[src/rtl/serial_sub4_if.sv]
// serial_sub4_if -- handshake/data bundle for the bit-serial subtractor.
//
// Optional feature macro: SERIAL_SUB4_OVF_EN (adds the ovf signal).
//
// Signals:
//   start        request; taken only when busy is low
//   a, b, bin    minuend, subtrahend, borrow-in (sampled at acceptance)
//   busy         operation in flight
//   done         one-cycle completion pulse
//   diff, bout   (a - b - bin) mod 2^WIDTH and unsigned borrow-out
//   ovf          two's-complement overflow (SERIAL_SUB4_OVF_EN only)
//
// Modports: master drives requests (testbench/initiator), slave is the
// subtractor itself.
interface serial_sub4_if #(
    parameter int WIDTH = 4
);
    logic             start;
    logic [WIDTH-1:0] a;
    logic [WIDTH-1:0] b;
    logic             bin;
    logic             busy;
    logic             done;
    logic [WIDTH-1:0] diff;
    logic             bout;
`ifdef SERIAL_SUB4_OVF_EN
    logic             ovf;
`endif

    modport master (
        output start, a, b, bin,
`ifdef SERIAL_SUB4_OVF_EN
        input  ovf,
`endif
        input  busy, done, diff, bout
    );

    modport slave (
        input  start, a, b, bin,
`ifdef SERIAL_SUB4_OVF_EN
        output ovf,
`endif
        output busy, done, diff, bout
    );
endinterface

[src/rtl/serial_sub4.sv]
// serial_sub4 -- bit-serial subtractor computing a - b - bin one bit per
// clock through a single full-subtractor cell and a registered borrow.
//
// Optional feature macro: SERIAL_SUB4_OVF_EN -- when defined, a registered
// two's-complement overflow flag (bus.ovf) is produced on completion.
//
// Ports:
//   clk    rising-edge clock
//   rst_n  asynchronous active-low reset
//   bus    serial_sub4_if.slave: start/a/b/bin in; busy/done/diff/bout
//          (and ovf) out, all outputs registered
//
// Timing: start accepted at edge k (busy low) -> bits processed at edges
// k+1..k+WIDTH -> done pulse, diff/bout updated and busy low after k+WIDTH.
module serial_sub4 #(
    parameter int WIDTH = 4
) (
    input  logic        clk,
    input  logic        rst_n,
    serial_sub4_if.slave bus
);
    localparam int CW = (WIDTH > 1) ? $clog2(WIDTH) : 1;

    typedef enum logic {
        IDLE  = 1'b0,
        SHIFT = 1'b1
    } state_t;

    state_t           state_q, state_d;
    logic [WIDTH-1:0] a_q, a_d;
    logic [WIDTH-1:0] b_q, b_d;
    // Only WIDTH-1 partial bits are kept: the final difference bit is
    // concatenated directly on the completion edge.
    logic [WIDTH-2:0] res_q, res_d;
    logic [WIDTH-1:0] diff_q, diff_d;
    logic [CW-1:0]    cnt_q, cnt_d;
    logic             br_q, br_d;
    logic             bout_q, bout_d;
    logic             done_q, done_d;
`ifdef SERIAL_SUB4_OVF_EN
    logic             ovf_q, ovf_d;
`endif

    logic             ai, bi, di, br_next;
    logic [WIDTH-1:0] res_shift;

    always_comb begin
        ai        = a_q[0];
        bi        = b_q[0];
        di        = ai ^ bi ^ br_q;
        br_next   = (~ai & bi) | (~(ai ^ bi) & br_q);
        res_shift = {di, res_q};

        state_d = state_q;
        a_d     = a_q;
        b_d     = b_q;
        res_d   = res_q;
        diff_d  = diff_q;
        cnt_d   = cnt_q;
        br_d    = br_q;
        bout_d  = bout_q;
        done_d  = 1'b0;
`ifdef SERIAL_SUB4_OVF_EN
        ovf_d   = ovf_q;
`endif

        case (state_q)
            IDLE: begin
                if (bus.start) begin
                    a_d     = bus.a;
                    b_d     = bus.b;
                    br_d    = bus.bin;
                    cnt_d   = '0;
                    state_d = SHIFT;
                end
            end
            SHIFT: begin
                res_d = res_shift[WIDTH-1:1];
                a_d   = a_q >> 1;
                b_d   = b_q >> 1;
                br_d  = br_next;
                if (cnt_q == CW'(WIDTH - 1)) begin
                    // Last bit: publish result; start is not sampled here,
                    // so a request on this edge is dropped.
                    diff_d  = res_shift;
                    bout_d  = br_next;
                    done_d  = 1'b1;
                    cnt_d   = '0;
                    state_d = IDLE;
`ifdef SERIAL_SUB4_OVF_EN
                    // br_q is the borrow into the MSB on this edge.
                    ovf_d   = br_q ^ br_next;
`endif
                end else begin
                    cnt_d = cnt_q + 1'b1;
                end
            end
            default: state_d = IDLE;
        endcase
    end

    always_ff @(posedge clk or negedge rst_n) begin
        if (!rst_n) begin
            state_q <= IDLE;
            a_q     <= '0;
            b_q     <= '0;
            res_q   <= '0;
            diff_q  <= '0;
            cnt_q   <= '0;
            br_q    <= 1'b0;
            bout_q  <= 1'b0;
            done_q  <= 1'b0;
`ifdef SERIAL_SUB4_OVF_EN
            ovf_q   <= 1'b0;
`endif
        end else begin
            state_q <= state_d;
            a_q     <= a_d;
            b_q     <= b_d;
            res_q   <= res_d;
            diff_q  <= diff_d;
            cnt_q   <= cnt_d;
            br_q    <= br_d;
            bout_q  <= bout_d;
            done_q  <= done_d;
`ifdef SERIAL_SUB4_OVF_EN
            ovf_q   <= ovf_d;
`endif
        end
    end

    assign bus.busy = (state_q == SHIFT);
    assign bus.done = done_q;
    assign bus.diff = diff_q;
    assign bus.bout = bout_q;
`ifdef SERIAL_SUB4_OVF_EN
    assign bus.ovf  = ovf_q;
`endif
endmodule

[src/flat_wrapper.sv]
// flat-port wrapper written by rule: the top's interface ports become plain ports
module serial_sub4_flat 
#(
    parameter int WIDTH = 4
)
  (clk, rst_n, bus_start, bus_a, bus_b, bus_bin, bus_busy, bus_done, bus_diff, bus_bout);
  serial_sub4_if #(.WIDTH(WIDTH)) bus_i ();
  input  logic clk;
  input  logic rst_n;
  input wire logic [$bits(bus_i.start)-1:0] bus_start;
  input wire logic [$bits(bus_i.a)-1:0] bus_a;
  input wire logic [$bits(bus_i.b)-1:0] bus_b;
  input wire logic [$bits(bus_i.bin)-1:0] bus_bin;
  output wire logic [$bits(bus_i.busy)-1:0] bus_busy;
  output wire logic [$bits(bus_i.done)-1:0] bus_done;
  output wire logic [$bits(bus_i.diff)-1:0] bus_diff;
  output wire logic [$bits(bus_i.bout)-1:0] bus_bout;
  assign bus_i.start = bus_start;
  assign bus_i.a = bus_a;
  assign bus_i.b = bus_b;
  assign bus_i.bin = bus_bin;
  assign bus_busy = bus_i.busy;
  assign bus_done = bus_i.done;
  assign bus_diff = bus_i.diff;
  assign bus_bout = bus_i.bout;
  serial_sub4 #(.WIDTH(WIDTH)) u_core (.clk(clk), .rst_n(rst_n), .bus(bus_i));
endmodule
[config.mk]
export PLATFORM = sky130hd
export DESIGN_NAME = serial_sub4_flat
export DESIGN_NICKNAME = d
export VERILOG_FILES = /design/src/rtl/serial_sub4_if.sv /design/src/rtl/serial_sub4.sv /design/src/flat_wrapper.sv
export SDC_FILE = /design/constraint.sdc
export NUM_CORES = 1
export LEC_CHECK = 0
export CAP_MARGIN = 15
export CORE_AREA = 2 2 72 60
export DETAILED_ROUTE_END_ITERATION = 16
export DIE_AREA = 0 0 74 62
export DONT_BUFFER_PORTS = 1
export PLACE_DENSITY_LB_ADDON = 0.05
export SLEW_MARGIN = 40
export SYNTH_ARGS = -nofsm -noshare
export SYNTH_HDL_FRONTEND = slang
export SYNTH_SLANG_ARGS = --single-unit
[constraint.sdc]
create_clock -name clk -period 1.3 [get_ports clk]
set_input_delay 0.065 -clock clk [delete_from_list [all_inputs] [get_ports clk]]
set_output_delay 0.065 -clock clk [all_outputs]
set_load 0.05 [all_outputs]
==> summary.txt <==
Status -> completed
CTS tree -> done
Cells on worst reg2reg path -> 3
Synth-to-Final Area Change -> 21.7%
Final setup viols -> 0
CP arrival -> 1420 ps
Drc violations -> 0
Synth Area per Inst -> 13.6 sq um
Comb power frac -> 0.448
Layout cell share with drive strength beyond 1 -> 0.289
Leak Pwr -> 0.000548 uW
Clock group share of total power -> 0.150
Placed cells -> 128
Switching Share -> 0.388
Clk_skew -> 4.91 ps
#FFs+latches synth -> 21
Setup TNS -> 0 ps
Vias in the first global route -> 587
Switching Power -> 1110 uW
Number of CTS-inserted buffers -> 3
Antenna violations before repair -> 0
Max VDD drop -> 0.702 mV
Maximum root-to-sink buffer count -> 2
Die W -> 74 um
P per Cell Area -> 2530 nW/um^2
Seq/Total Area, Yosys -> 0.567
Worst-Margin Slew -> 490 ps
Gr busiest metal -> met2
Grt met3 use -> 0.0339
Final wirelength -> 1710 um
Post-synth net total -> 82
DR iter-0 viols -> 9
Via-to-Cell Ratio -> 3.83
Period minus WS final -> 1270 ps
Largest net degree at the start of global routing -> 22
Post-DRT Antenna Nets -> 0
Hold WS -> 10.9 ps
Fin worst setup slack -> 25.9 ps
Setup WS pre-CTS -> 27.6 ps
Clk Tree Root Cell -> clkbuf_8
Met1 usage -> 0.113
Slew margin rel. -> 0.674
Placer Congestion -> 0.694
Fin crit share -> 0.980
DR pass1 iterations -> 2
Hold/Removal Path Class -> primary input to flop
Core area -> 3970 sq um
Routed length per instance -> 12.2 um
GRT Resource Usage Total -> 0.0878
Initial Util -> 0.234
Die Area -> 4590 sq um
Row count -> 21
First-pass GRT wire length -> 2860 um
Synth Warn # -> 0
Max-cap violations -> 0
Clock latency on the worst-skew pair -> 260 ps
HPWL after DPL -> 1160 um
Synthesized area -> 927 sq um
PortBufs -> 0
Peak fanout along the critical path -> 2
Pint -> 1740 uW
Sequential Power Share -> 0.401
Hold Fails Final Rpt -> 0
Finished Layout Cells -> 140
Fillers -> 422
Clk slew on worst S/H paths -> 80 ps
Synth cell types -> 16
Unrepaired setup endpoints after global routing -> no
Critical path class -> flop to flop
Area of the multi-input gates -> 344 sq um
I/O pin count -> 19
Synth Instances -> 68
Critical Path RT -> 1450 ps
Ant. Diodes -> 0
Layout Nets -> 98
Fmax -> 0.785 GHz
Hold path depth -> 2
Fin. max-slew vios -> 0
Die Ht -> 62 um
Global route overflow -> 0
Clock sink total -> 21
Crit. End Element -> flop
Met2 usage -> 0.136
Final Core Density -> 0.284
Sequential Area -> 527 sq um
Via count -> 536
H-Tree Depth -> 1
Nature of the critical path startpoint -> flop
routing by layer:
metal / routed length (um) / up-vias
li1: - / 258
met1: 842 / 264
met2: 779 / 12
met3: 71 / 2
met4: 19 / 0
met5: 0 / -
power groups by stage:
stage	combinational [uW]	sequential (uW)	clock, uW
after detailed placement	1200	1200	0
after CTS	1300	1150	458
final	1280	1140	428
after floorplan	721	1440	0
after global placement	1200	1190	0
after global routing	1400	1180	487
layout by cell type, fill, tap and decap left out, drive strengths merged:
master       netlist  final
dlygate4sd3        0      6
ha                 1      1
mux2               8      8
clkinv             0      1
buf                4      9
nor2               3      3
inv                4      4
o21ai              6      6
dfrtp             21     21
fa                 1      1
a22o               1      1
nand2              7      7
clkbuf             0      3
a21oi              1      1
mux2i             11     11
synthesized netlist by cell type, drive strengths merged:
| cell type | number | share of area |
|---|---|---|
| a22o | 1 | 0.0094 |
| inv | 4 | 0.016 |
| ha | 1 | 0.013 |
| nor2 | 3 | 0.012 |
| nand2 | 7 | 0.036 |
| dfrtp | 21 | 0.57 |
| mux2i | 11 | 0.12 |
| buf | 4 | 0.046 |
| o21ai | 6 | 0.032 |
| a21oi | 1 | 0.0054 |
| mux2 | 8 | 0.12 |
| fa | 1 | 0.022 |
flip-flops by register name (all words and copies together), names as in the netlist:
signal           flops
u_core.bus.busy      1
u_core.bus.diff      4
u_core.br_q          1
u_core.b_q           4
u_core.a_q           4
u_core.bus.done      1
u_core.cnt_q         2
u_core.res_q         3
u_core.bus.bout      1
timing repair:
action | CTS | global route
gates resized for setup | 0 | 1
endpoints found under the hold margin | 24 | 21
endpoints found under the setup margin | 1 | 2
buffers inserted | 1 | 0
hold buffers | 6 | 1
per-stage QoR:
step           area, sq um  total power [uW]
6_report              1130              2850
2_1_floorplan          928              2160
3_5_place_dp          1010              2400
4_1_cts               1120              2910
3_3_place_gp          1010              2390
5_1_grt               1130              3070
cell families (layout without fill, tap and decap cells):
group	count (synthesis)	in the layout	share of synthesized area
AO/OA/AOI/OAI	8	8	0.0472
adder cells (fa/ha/maj)	2	2	0.0351
AND/OR/NAND/NOR	10	10	0.0486
buffers and inverters	8	23	0.0621
flip-flops	21	21	0.567
multiplexers	19	19	0.240
path summary, 6_finish.rpt:
kind | startpoint | end | slack, ps
setup / recovery | u_core.b_q[0]$_DFFE_PN0P_ | u_core.bus.diff[3]$_DFFE_PN0P_ | 30
hold / removal | bus_bin | u_core.br_q$_DFFE_PN0P_ | 10
setup reg to reg | u_core.b_q[0]$_DFFE_PN0P_ | u_core.bus.diff[3]$_DFFE_PN0P_ | 30
hold reg to reg | u_core.b_q[1]$_DFFE_PN0P_ | u_core.b_q[0]$_DFFE_PN0P_ | 480
max in group asynchronous | rst_n | u_core.bus.busy$_DFF_PN0_ | 650
min in group asynchronous | rst_n | u_core.bus.bout$_DFFE_PN0P_ | 290
critical path, stage by stage (launching register included):
cell and delay (ps):
dfrtp_1 350, inv_1 60, fa_1 490, mux2_4 270
area by class of cell:
type	count	area share
Multi-Input combinational cell	39	0.305
Sequential cell	21	0.467
Clock inverter	1	0.00443
Timing Repair Buffer	15	0.111
Tap cell	57	0.0632
Inverter	4	0.0133
Clock buffer	3	0.0366
Note: power is estimated with default switching activity, not from simulation.
